[src/rtl/rv_pkg.sv]
// rtl/rv_pkg.sv - RV32I-lite opcodes, ALU codes and decode control bundle
package rv_pkg;

  localparam logic [6:0] OPC_LUI    = 7'b0110111;
  localparam logic [6:0] OPC_AUIPC  = 7'b0010111;
  localparam logic [6:0] OPC_JAL    = 7'b1101111;
  localparam logic [6:0] OPC_JALR   = 7'b1100111;
  localparam logic [6:0] OPC_BRANCH = 7'b1100011;
  localparam logic [6:0] OPC_LOAD   = 7'b0000011;
  localparam logic [6:0] OPC_STORE  = 7'b0100011;
  localparam logic [6:0] OPC_OPIMM  = 7'b0010011;
  localparam logic [6:0] OPC_OP     = 7'b0110011;

  typedef enum logic [3:0] {
    ALU_ADD   = 4'd0,
    ALU_SUB   = 4'd1,
    ALU_SLL   = 4'd2,
    ALU_SLT   = 4'd3,
    ALU_SLTU  = 4'd4,
    ALU_XOR   = 4'd5,
    ALU_SRL   = 4'd6,
    ALU_SRA   = 4'd7,
    ALU_OR    = 4'd8,
    ALU_AND   = 4'd9,
    ALU_PASSB = 4'd10
  } alu_op_t;

  typedef enum logic [2:0] {IMM_NONE, IMM_I, IMM_S, IMM_B, IMM_U, IMM_J} imm_fmt_t;

  typedef struct packed {
    alu_op_t alu_op;
    logic    alu_src;
    logic    mem_rd;
    logic    mem_wr;
    logic    reg_wr;
    logic    branch;
    logic    jump;
    logic    illegal;
  } ctrl_t;

endpackage

[src/rtl/instr_decoder.sv]
// rtl/instr_decoder.sv - combinational RV32I-lite decode: control bundle, immediate, source usage
module instr_decoder
  import rv_pkg::*;
#(
  parameter int XLEN = 32
) (
  input  logic [31:0]     instr_i,
  output ctrl_t           ctrl_o,
  output logic [XLEN-1:0] imm_o,
  output logic            uses_rs1_o,
  output logic            uses_rs2_o
);

  logic [6:0] opcode;
  logic [2:0] funct3;
  logic [6:0] funct7;
  logic [31:0] imm32;
  imm_fmt_t    fmt;
  ctrl_t       ctrl;
  logic        bad_f7;

  assign opcode = instr_i[6:0];
  assign funct3 = instr_i[14:12];
  assign funct7 = instr_i[31:25];
  assign bad_f7 = (funct7 != 7'h00) && (funct7 != 7'h20);

  always_comb begin
    ctrl       = '0;
    fmt        = IMM_NONE;
    uses_rs1_o = 1'b0;
    uses_rs2_o = 1'b0;
    case (opcode)
      OPC_LUI:    begin ctrl.reg_wr = 1'b1; ctrl.alu_op = ALU_PASSB; ctrl.alu_src = 1'b1; fmt = IMM_U; end
      OPC_AUIPC:  begin ctrl.reg_wr = 1'b1; ctrl.alu_src = 1'b1; fmt = IMM_U; end
      OPC_JAL:    begin ctrl.reg_wr = 1'b1; ctrl.jump = 1'b1; fmt = IMM_J; end
      OPC_JALR: begin
        ctrl.reg_wr = 1'b1; ctrl.jump = 1'b1; ctrl.alu_src = 1'b1; fmt = IMM_I;
        uses_rs1_o = 1'b1;
      end
      OPC_BRANCH: begin
        ctrl.branch = 1'b1; ctrl.alu_op = ALU_SUB; fmt = IMM_B;
        uses_rs1_o = 1'b1; uses_rs2_o = 1'b1;
      end
      OPC_LOAD: begin
        ctrl.mem_rd = 1'b1; ctrl.reg_wr = 1'b1; ctrl.alu_src = 1'b1; fmt = IMM_I;
        uses_rs1_o = 1'b1;
      end
      OPC_STORE: begin
        ctrl.mem_wr = 1'b1; ctrl.alu_src = 1'b1; fmt = IMM_S;
        uses_rs1_o = 1'b1; uses_rs2_o = 1'b1;
      end
      OPC_OPIMM: begin
        ctrl.reg_wr = 1'b1; ctrl.alu_src = 1'b1; fmt = IMM_I;
        uses_rs1_o = 1'b1;
        case (funct3)
          3'b000:  ctrl.alu_op = ALU_ADD;
          3'b001:  begin ctrl.alu_op = ALU_SLL; ctrl.illegal = bad_f7; end
          3'b010:  ctrl.alu_op = ALU_SLT;
          3'b011:  ctrl.alu_op = ALU_SLTU;
          3'b100:  ctrl.alu_op = ALU_XOR;
          3'b101:  begin ctrl.alu_op = funct7[5] ? ALU_SRA : ALU_SRL; ctrl.illegal = bad_f7; end
          3'b110:  ctrl.alu_op = ALU_OR;
          default: ctrl.alu_op = ALU_AND;
        endcase
      end
      OPC_OP: begin
        ctrl.reg_wr = 1'b1;
        uses_rs1_o = 1'b1; uses_rs2_o = 1'b1;
        // funct7 0x20 only selects the alternate form of ADD and SRL
        ctrl.illegal = bad_f7 || (funct7[5] && funct3 != 3'b000 && funct3 != 3'b101);
        case (funct3)
          3'b000:  ctrl.alu_op = funct7[5] ? ALU_SUB : ALU_ADD;
          3'b001:  ctrl.alu_op = ALU_SLL;
          3'b010:  ctrl.alu_op = ALU_SLT;
          3'b011:  ctrl.alu_op = ALU_SLTU;
          3'b100:  ctrl.alu_op = ALU_XOR;
          3'b101:  ctrl.alu_op = funct7[5] ? ALU_SRA : ALU_SRL;
          3'b110:  ctrl.alu_op = ALU_OR;
          default: ctrl.alu_op = ALU_AND;
        endcase
      end
      default: ctrl.illegal = 1'b1;
    endcase
    if (instr_i[11:7] == 5'd0) ctrl.reg_wr = 1'b0;
    if (ctrl.illegal) begin
      ctrl         = '0;
      ctrl.illegal = 1'b1;
    end
  end

  always_comb begin
    imm32 = '0;
    case (fmt)
      IMM_I:   imm32 = {{20{instr_i[31]}}, instr_i[31:20]};
      IMM_S:   imm32 = {{20{instr_i[31]}}, instr_i[31:25], instr_i[11:7]};
      IMM_B:   imm32 = {{19{instr_i[31]}}, instr_i[31], instr_i[7], instr_i[30:25], instr_i[11:8], 1'b0};
      IMM_U:   imm32 = {instr_i[31:12], 12'b0};
      IMM_J:   imm32 = {{11{instr_i[31]}}, instr_i[31], instr_i[19:12], instr_i[20], instr_i[30:21], 1'b0};
      default: imm32 = '0;
    endcase
  end

  assign ctrl_o = ctrl;
  assign imm_o  = XLEN'($signed(imm32));

endmodule

[src/rtl/decode_stage.sv]
// rtl/decode_stage.sv - ID stage: RF read drive, load-use bubble FSM and ID/EX register
module decode_stage
  import rv_pkg::*;
#(
  parameter int              XLEN     = 32,
  parameter logic [XLEN-1:0] RESET_PC = '0
) (
  input  logic            CLK,
  input  logic            RESET,
  input  logic            IF_VALID,
  input  logic [31:0]     IF_INSTR,
  input  logic [XLEN-1:0] IF_PC,
  output logic            IF_READY,
  input  logic            EX_READY,
  input  logic            FLUSH,
  output logic            RF_ENABLE,
  output logic            RF_RD1,
  output logic            RF_RD2,
  output logic [4:0]      RF_ADD_RD1,
  output logic [4:0]      RF_ADD_RD2,
  output logic            ID_VALID,
  output logic [XLEN-1:0] ID_PC,
  output logic [XLEN-1:0] ID_IMM,
  output logic [4:0]      ID_RS1,
  output logic [4:0]      ID_RS2,
  output logic [4:0]      ID_RD,
  output logic [3:0]      ID_ALU_OP,
  output logic            ID_ALU_SRC,
  output logic [2:0]      ID_FUNCT3,
  output logic            ID_MEM_RD,
  output logic            ID_MEM_WR,
  output logic            ID_REG_WR,
  output logic            ID_BRANCH,
  output logic            ID_JUMP,
  output logic            ID_ILLEGAL
);

  typedef enum logic {ST_RUN, ST_LU_BUBBLE} state_t;

  state_t          state_q;
  logic            valid_q;
  logic [XLEN-1:0] pc_q, imm_q;
  logic [4:0]      rs1_q, rs2_q, rd_q;
  logic [2:0]      funct3_q;
  ctrl_t           ctrl_q;

  ctrl_t           dec_ctrl;
  logic [XLEN-1:0] dec_imm;
  logic            uses_rs1, uses_rs2;
  logic            advance, hazard;

  instr_decoder #(.XLEN(XLEN)) u_dec (
    .instr_i    (IF_INSTR),
    .ctrl_o     (dec_ctrl),
    .imm_o      (dec_imm),
    .uses_rs1_o (uses_rs1),
    .uses_rs2_o (uses_rs2)
  );

  assign RF_ADD_RD1 = IF_INSTR[19:15];
  assign RF_ADD_RD2 = IF_INSTR[24:20];
  assign RF_RD1     = IF_VALID & uses_rs1;
  assign RF_RD2     = IF_VALID & uses_rs2;

  // RF output registers share the ID/EX enable so OUT1/OUT2 stay aligned with ID_*
  assign advance   = EX_READY | FLUSH;
  assign RF_ENABLE = advance;

  assign hazard = valid_q & ctrl_q.mem_rd & (rd_q != 5'd0) & IF_VALID &
                  ((uses_rs1 & (RF_ADD_RD1 == rd_q)) | (uses_rs2 & (RF_ADD_RD2 == rd_q)));

  assign IF_READY = !RESET & EX_READY & !FLUSH & !((state_q == ST_RUN) & hazard);

  always_ff @(posedge CLK or posedge RESET) begin
    if (RESET) begin
      state_q  <= ST_RUN;
      valid_q  <= 1'b0;
      pc_q     <= RESET_PC;
      imm_q    <= '0;
      rs1_q    <= '0;
      rs2_q    <= '0;
      rd_q     <= '0;
      funct3_q <= '0;
      ctrl_q   <= '0;
    end else if (advance) begin
      if (FLUSH) begin
        valid_q <= 1'b0;
        ctrl_q  <= '0;
        state_q <= ST_RUN;
      end else if (state_q == ST_RUN && hazard) begin
        valid_q <= 1'b0;
        ctrl_q  <= '0;
        state_q <= ST_LU_BUBBLE;
      end else begin
        state_q <= ST_RUN;
        if (IF_VALID) begin
          valid_q  <= 1'b1;
          pc_q     <= IF_PC;
          imm_q    <= dec_imm;
          rs1_q    <= IF_INSTR[19:15];
          rs2_q    <= IF_INSTR[24:20];
          rd_q     <= IF_INSTR[11:7];
          funct3_q <= IF_INSTR[14:12];
          ctrl_q   <= dec_ctrl;
        end else begin
          valid_q <= 1'b0;
          ctrl_q  <= '0;
        end
      end
    end
  end

  assign ID_VALID   = valid_q;
  assign ID_PC      = pc_q;
  assign ID_IMM     = imm_q;
  assign ID_RS1     = rs1_q;
  assign ID_RS2     = rs2_q;
  assign ID_RD      = rd_q;
  assign ID_ALU_OP  = ctrl_q.alu_op;
  assign ID_ALU_SRC = ctrl_q.alu_src;
  assign ID_FUNCT3  = funct3_q;
  assign ID_MEM_RD  = ctrl_q.mem_rd;
  assign ID_MEM_WR  = ctrl_q.mem_wr;
  assign ID_REG_WR  = ctrl_q.reg_wr;
  assign ID_BRANCH  = ctrl_q.branch;
  assign ID_JUMP    = ctrl_q.jump;
  assign ID_ILLEGAL = ctrl_q.illegal;

endmodule

[config.mk]
export PLATFORM = sky130hd
export DESIGN_NAME = decode_stage
export DESIGN_NICKNAME = d
export VERILOG_FILES = /design/src/rtl/rv_pkg.sv /design/src/rtl/instr_decoder.sv /design/src/rtl/decode_stage.sv
export SDC_FILE = /design/constraint.sdc
export NUM_CORES = 1
export LEC_CHECK = 0
export CAP_MARGIN = 10
export CORE_MARGIN = 1.5
export CORE_UTILIZATION = 40
export DETAILED_ROUTE_END_ITERATION = 8
export GPL_TIMING_DRIVEN = 0
export PLACE_DENSITY_LB_ADDON = 0.3
export SYNTH_ARGS = -nofsm -noshare
export SYNTH_HDL_FRONTEND = slang
export SYNTH_HIERARCHICAL = 1
export SYNTH_SLANG_ARGS = --single-unit
[constraint.sdc]
create_clock -name CLK -period 4.75 [get_ports CLK]
set_clock_uncertainty 0.1 [all_clocks]
set_input_delay 1.425 -clock CLK [delete_from_list [all_inputs] [get_ports CLK]]
set_output_delay 1.425 -clock CLK [all_outputs]
set_load 0.01 [all_outputs]
### After elaboration in Yosys (flattened, before gate mapping)

Index checks and enable logic that the tools add are counted.

| storage, ports and cells | value |
|---|---|
| output and inout port bits | 108 |
| bits in registers | 95 |

| operators by class | value |
|---|---|
| bitwise gates (word level) | 17 |
| reduce and logical (&&, ||, !) cells | 23 |
| equal/unequal tests | 24 |
| multiplexer cells | 27 |

Operator list:

| kind | count |
|---|---|
| 32-bit one-hot mux with 5 select lines | 1 |
| 4-bit one-hot mux with 7 select lines | 2 |
| 11-bit two-way mux | 4 |
| 7-bit by 6-bit equality test with 1-bit output, second input constant | 3 |
| 7-bit equality test, second input constant | 3 |
| 1-bit two-way mux | 17 |
| 4-bit one-hot mux with 4 select lines | 1 |
| 3-bit equality test, second input constant | 5 |
| 3-bit one-hot mux with 5 select lines | 1 |
| 7-bit by 5-bit equality test with 1-bit output, second input constant | 2 |
| 7-bit OR reduction | 2 |
| 1-bit AND | 12 |
| 3-bit by 2-bit equality test with 1-bit output, second input constant | 4 |
| 6-bit OR reduction | 2 |
| 5-bit equality test | 2 |
| 7-bit by 2-bit equality test with 1-bit output, second input constant | 1 |
| 7-bit by 6-bit != test with 1-bit output, second input constant | 1 |
| 7-bit nonzero test | 1 |
| 3-bit by 1-bit equality test with 1-bit output, second input constant | 2 |
| 2-bit OR reduction | 3 |
| 3-bit OR reduction | 2 |
| 5-bit zero test | 1 |
| 5-bit nonzero test | 1 |
| 1-bit logical AND | 4 |
| 9 further kinds | 14 |

### Logic depth before layout (Yosys ltp)

| logic depth | value |
|---|---|
| depth in word-level cells | 9 |
| gate-level depth with buffers | 11 |
| depth with buffers taken out | 8 |

### By module

Netlist, hierarchy kept.

Modules (own cells, without submodules):

| module | area an instance (sq um) | seq. area each (sq um) | times used | cells each |
|---|---|---|---|---|
| decode_stage | 4020.1 | 2377.3 | 1 | 237 |
| instr_decoder | 804.5 | 0.0 | 1 | 117 |

### Worst setup path before layout

OpenSTA, ideal clock, no wires.

| timing path | value |
|---|---|
| kind | input to output |
| from | in IF_INSTR[4] |
| to | out IF_READY |
| arrival time | 2.991 ns |
| stages | 9 |
| buffers on the path | 1 |
| setup slack | 0.234 ns |
| cell sequence | buf_2 -> nand2b_1 -> nor2_1 -> or2_2 -> a21o_1 -> and2_1 -> a32oi_1 -> nor2_1 -> nor3b_1 |

| between the ends | value |
|---|---|
| word-level cells in the longest chain between the ends | 9 |
| elaborated cells between the ends (all ways) | 17 |
| classes of those cells | eq/ne: 6; mux: 2; bitwise: 6; reduce/logical: 3 |

RTL lines:

| what | RTL line | source |
|---|---|---|
| start: declaration | decode_stage.sv:11 | `input logic [31:0] IF_INSTR,` |
| 7-bit by 2-bit equality test with 1-bit output (tied with other cells) | instr_decoder.sv:32 | `case (opcode)` |
| 6-bit OR reduction (no source line) * | n/a |  |
| 1-bit two-way mux * | instr_decoder.sv:32 |  |
| net uses_rs1 | decode_stage.sv:49 | `logic uses_rs1, uses_rs2;` |
| 1-bit AND * | decode_stage.sv:70 | `((uses_rs1 & (RF_ADD_RD1 == rd_q)) \| (uses_rs2 & (RF_ADD_RD2 == rd_q)));` |
| 1-bit OR * | decode_stage.sv:70 |  |
| 1-bit AND * | decode_stage.sv:69 | `assign hazard = valid_q & ctrl_q.mem_rd & (rd_q != 5'd0) & IF_VALID &` |
| 1-bit AND * | decode_stage.sv:72 | `assign IF_READY = !RESET & EX_READY & !FLUSH & !((state_q == ST_RUN) & hazard);` |
| 1-bit zero test * | decode_stage.sv:72 |  |
| 1-bit AND * | decode_stage.sv:72 |  |
| end: declaration | decode_stage.sv:13 | `output logic IF_READY,` |

The timed path passes the listed nets; every way through them passes the cells marked *.

### Worst setup path after layout

| timing path | value |
|---|---|
| from | in IF_INSTR[2] |
| to | out IF_READY |

The elaborated chain is that of the path after synthesis.

==> summary.txt <==
Run status
  • Outcome: finished, final reports clean

Logic synthesis
  • Yosys warns: 6
  • Cell variety after synth: 53
  • Mapped Nets: 423
  • Top cells by area, synth: dfrtp_1 (49%), mux2_4 (15%), mux2_2 (8.2%), a21o_1 (3.4%), a22o_1 (2.9%)
  • Synth Instances: 354
  • Yosys top cell area share: 0.4927
  • Post-synth top area cell: dfrtp_1
  • Yosys reg bits: 95
  • Post-synthesis async set-or-reset flop share: 1.000
  • Mapped cell area: 4825 um2
  • Count leader, synth: dfrtp_1
  • Syn_area_per_cell: 13.63 um2
  • Post-synth EDFFs: 0
  • Top cells by count, synth: dfrtp_1 (95), mux2_4 (48), mux2_2 (35)
  • Main synth FF type: dfrtp_1
  • Register area share after synthesis: 0.4927

Worst setup path
  • Critical R2R Capture: ID_RD[1]$_DFFE_PP0P_
  • Crit. End Element: output pin
  • Slowest CP cell: or2_2
  • Worst r2r src: ID_RD[4]$_DFFE_PP0P_
  • Reg2reg path depth: 8
  • Critical Path AT: 3170 ps
  • CP Max Fanout: 3
  • Worst R2R Setup Slack: 2190 ps
  • CP Launch Type: input pin
  • CP required: 3220 ps
  • Cell Chain, Critical Path: dlygate4sd2_1 > buf_6 > nand2_1 > nor2_1 > or2_2 > a21o_1 > and2_1 > a32oi_2 > nor2_2 > nor3b_1 > buf_2
  • CP Class: in -> out
  • CP peak stage delay: 300 ps

Hold path
  • Hold wc startpoint: ID_ALU_OP[3]$_DFFE_PP0N_
  • Hold depth: 1
  • Worst Hold Endpoint: ID_ALU_OP[3]$_DFFE_PP0N_
  • Hold Crit Class: reg -> reg

Cells and area
  • Final core utilization: 0.6164
  • Layout cells sized above 1: 0.2803
  • Layout area overhead: 48.37%
  • Final Non-Filler Cells: 696
  • Post-route cell area: 7158 um2
  • Layout net count: 617
  • Ant diodes: 0

STA
  • Maximum clock rate: 213.2 MHz
  • Setup TNS: 0 ps
  • Min cycle time layout: 4691 ps
  • Tcrit/Tclk final: 0.9876
  • Slew HR: 0.4223
  • Max-slew violation count: 0
  • Actual slew at the worst max-slew pin: 861.8 ps
  • Finish-stage setup viols: 0
  • Final Hold Fails: 0

Clock tree
  • Maximum clock path buffer count: 2
  • CTS Buf Count: 9
  • # clock sinks: 95
  • # H-tree levels: 3
  • Worst-Skew Late Latency: 340 ps
  • Reg clk slew, reported paths: 60 ps
  • CTS tree: yes
  • Root Driver: clkbuf_16

Placement
  • Dpl cells: 672
  • Post-DP HPWL: 9.513 mm
  • Port bufs: 174
  • Placed Area: 6775 um2
  • Routability cong.: 0.8558

Global routing
  • Maximum number of pins on one net before global-route repair: 53
  • Initial antenna violation count: 0
  • Vias in the first global route: 3866
  • Overall Global Routing Usage: 0.2118
  • First-pass GRT wire length: 20.91 mm
  • GR Overflow Total: 0

Floorplan
  • Number of I/O pins: 177
  • Starting density of the core: 0.4154
  • Die Width: 112.8 um
  • Core ar.: 11610 um2
  • Die height: 112.8 um
  • Floorplan row count: 39
  • Die ar.: 12730 um2

Power and ir drop
  • Leakage: 3.267 nW
  • Power per cell area: 309.2 nW/um2
  • Maximum vdd drop: 0.1884 mV
  • Design Power: 2.213 mW

Flow run
  • Max Cap Viol: 0

Drt
  • Number of DRC markers in iteration 0: 146
  • Pre-antenna DRT Iters: 4
  • Antenna Nets Post-Route: 0
  • Vias after detailed routing: 3631
  • Wirelength per Cell: 18.63 um
  • DRC viols: 0
  • Final wirelength: 12.97 mm
  • Via-per-instance ratio: 5.217
cells by family (layout without fill, tap and decap cells):
logic type      count (synthesis)  count (layout)  synth area share
compound gates                 63              63            0.1110
simple gates                   63              63           0.08117
buf+inv                        38             237           0.06224
mux                            83              83            0.2311
flops                          95              95            0.4927
xor+xnor                       12              12           0.02179
where the power goes:
part | internal (mW) | switching [mW] | leakage [nW] | total, mW
Combinational | 0.347 | 0.209 | 1.91 | 0.556
Sequential | 0.900 | 0.0621 | 1.22 | 0.962
Clock | 0.385 | 0.310 | 0.139 | 0.694
repair_timing:
action,4_1_cts,5_1_grt
resized for setup,19,9
pin swaps,2,2
hold buffers,0,0
buffers inserted,3,5
setup endpoints to repair,3,2
worst max-delay path, delay by kind of cell:
family          cells  cell delay [ps]
compound gates      2              400
buf+inv             3              560
simple gates        6              780
registers in the layout (all words and copies together) (netlist names), 3 cells and up:
name,flops
ID_ALU_OP,4
ID_RS2,5
ID_IMM,32
ID_FUNCT3,3
ID_RS1,5
ID_RD,5
ID_PC,32
through the flow:
stage / hold WS [ps] / worst slack, ps
finish: 403.5 / 58.93
global route: 417.6 / -19.12
CTS: 403.2 / 21.49
detailed placement: 379.6 / -846.4
global placement: 378.7 / -836.1
floorplan: 359.3 / 233.8
worst max path at each step:
stage	from	to	cells after the start
after floorplan	IF_INSTR[4]	IF_READY	9
after global placement	IF_INSTR[5]	IF_READY	10
after detailed placement	IF_INSTR[5]	IF_READY	10
after CTS	IF_INSTR[1]	IF_READY	10
after global routing	IF_INSTR[2]	IF_READY	11
final	IF_INSTR[2]	IF_READY	11
final cells by class:
| type | instances | area, um2 |
|---|---|---|
| inverters | 4 | 17.52 |
| clock buffers | 12 | 256.5 |
| multi-input cells | 221 | 2170 |
| plain buffers | 34 | 309.0 |
| flip-flops and latches | 95 | 2377 |
| repair buffers | 183 | 1819 |
| fillers | 963 | 4456 |
| well taps | 143 | 178.9 |
| clock inverters | 4 | 30.03 |
layer usage:
layer  global-route usage  vias to the layer above  share of wire
met1               0.2740                     1821           0.43
met5                    0                        -              0
met2               0.3402                      139           0.47
li1                     -                     1657              -
met4              0.06667                        0          0.014
met3              0.06749                       14          0.079
placed cells by master (no fill, tap or decap), types with 3 or more instances in the layout:
| master | n |
|---|---|
| or3_1 | 3 |
| nor2_1 | 6 |
| dlygate4sd2_1 | 4 |
| and2_1 | 10 |
| nand2_1 | 5 |
| nor3_1 | 5 |
| clkdlybuf4s50_1 | 166 |
| nor2b_1 | 4 |
| a21oi_1 | 6 |
| nand3_1 | 5 |
| a22o_1 | 16 |
| mux2_2 | 35 |
| nand2b_1 | 3 |
| clkbuf_2 | 3 |
| dfrtp_1 | 95 |
| inv_1 | 3 |
| clkbuf_16 | 9 |
| buf_2 | 5 |
| buf_4 | 23 |
| clkbuf_1 | 5 |
| xor2_1 | 9 |
| mux2_4 | 48 |
| buf_12 | 5 |
| clkbuf_8 | 3 |
| a21o_1 | 22 |
| xnor2_1 | 3 |
No activity file was read; power rests on OpenSTA's default activity.
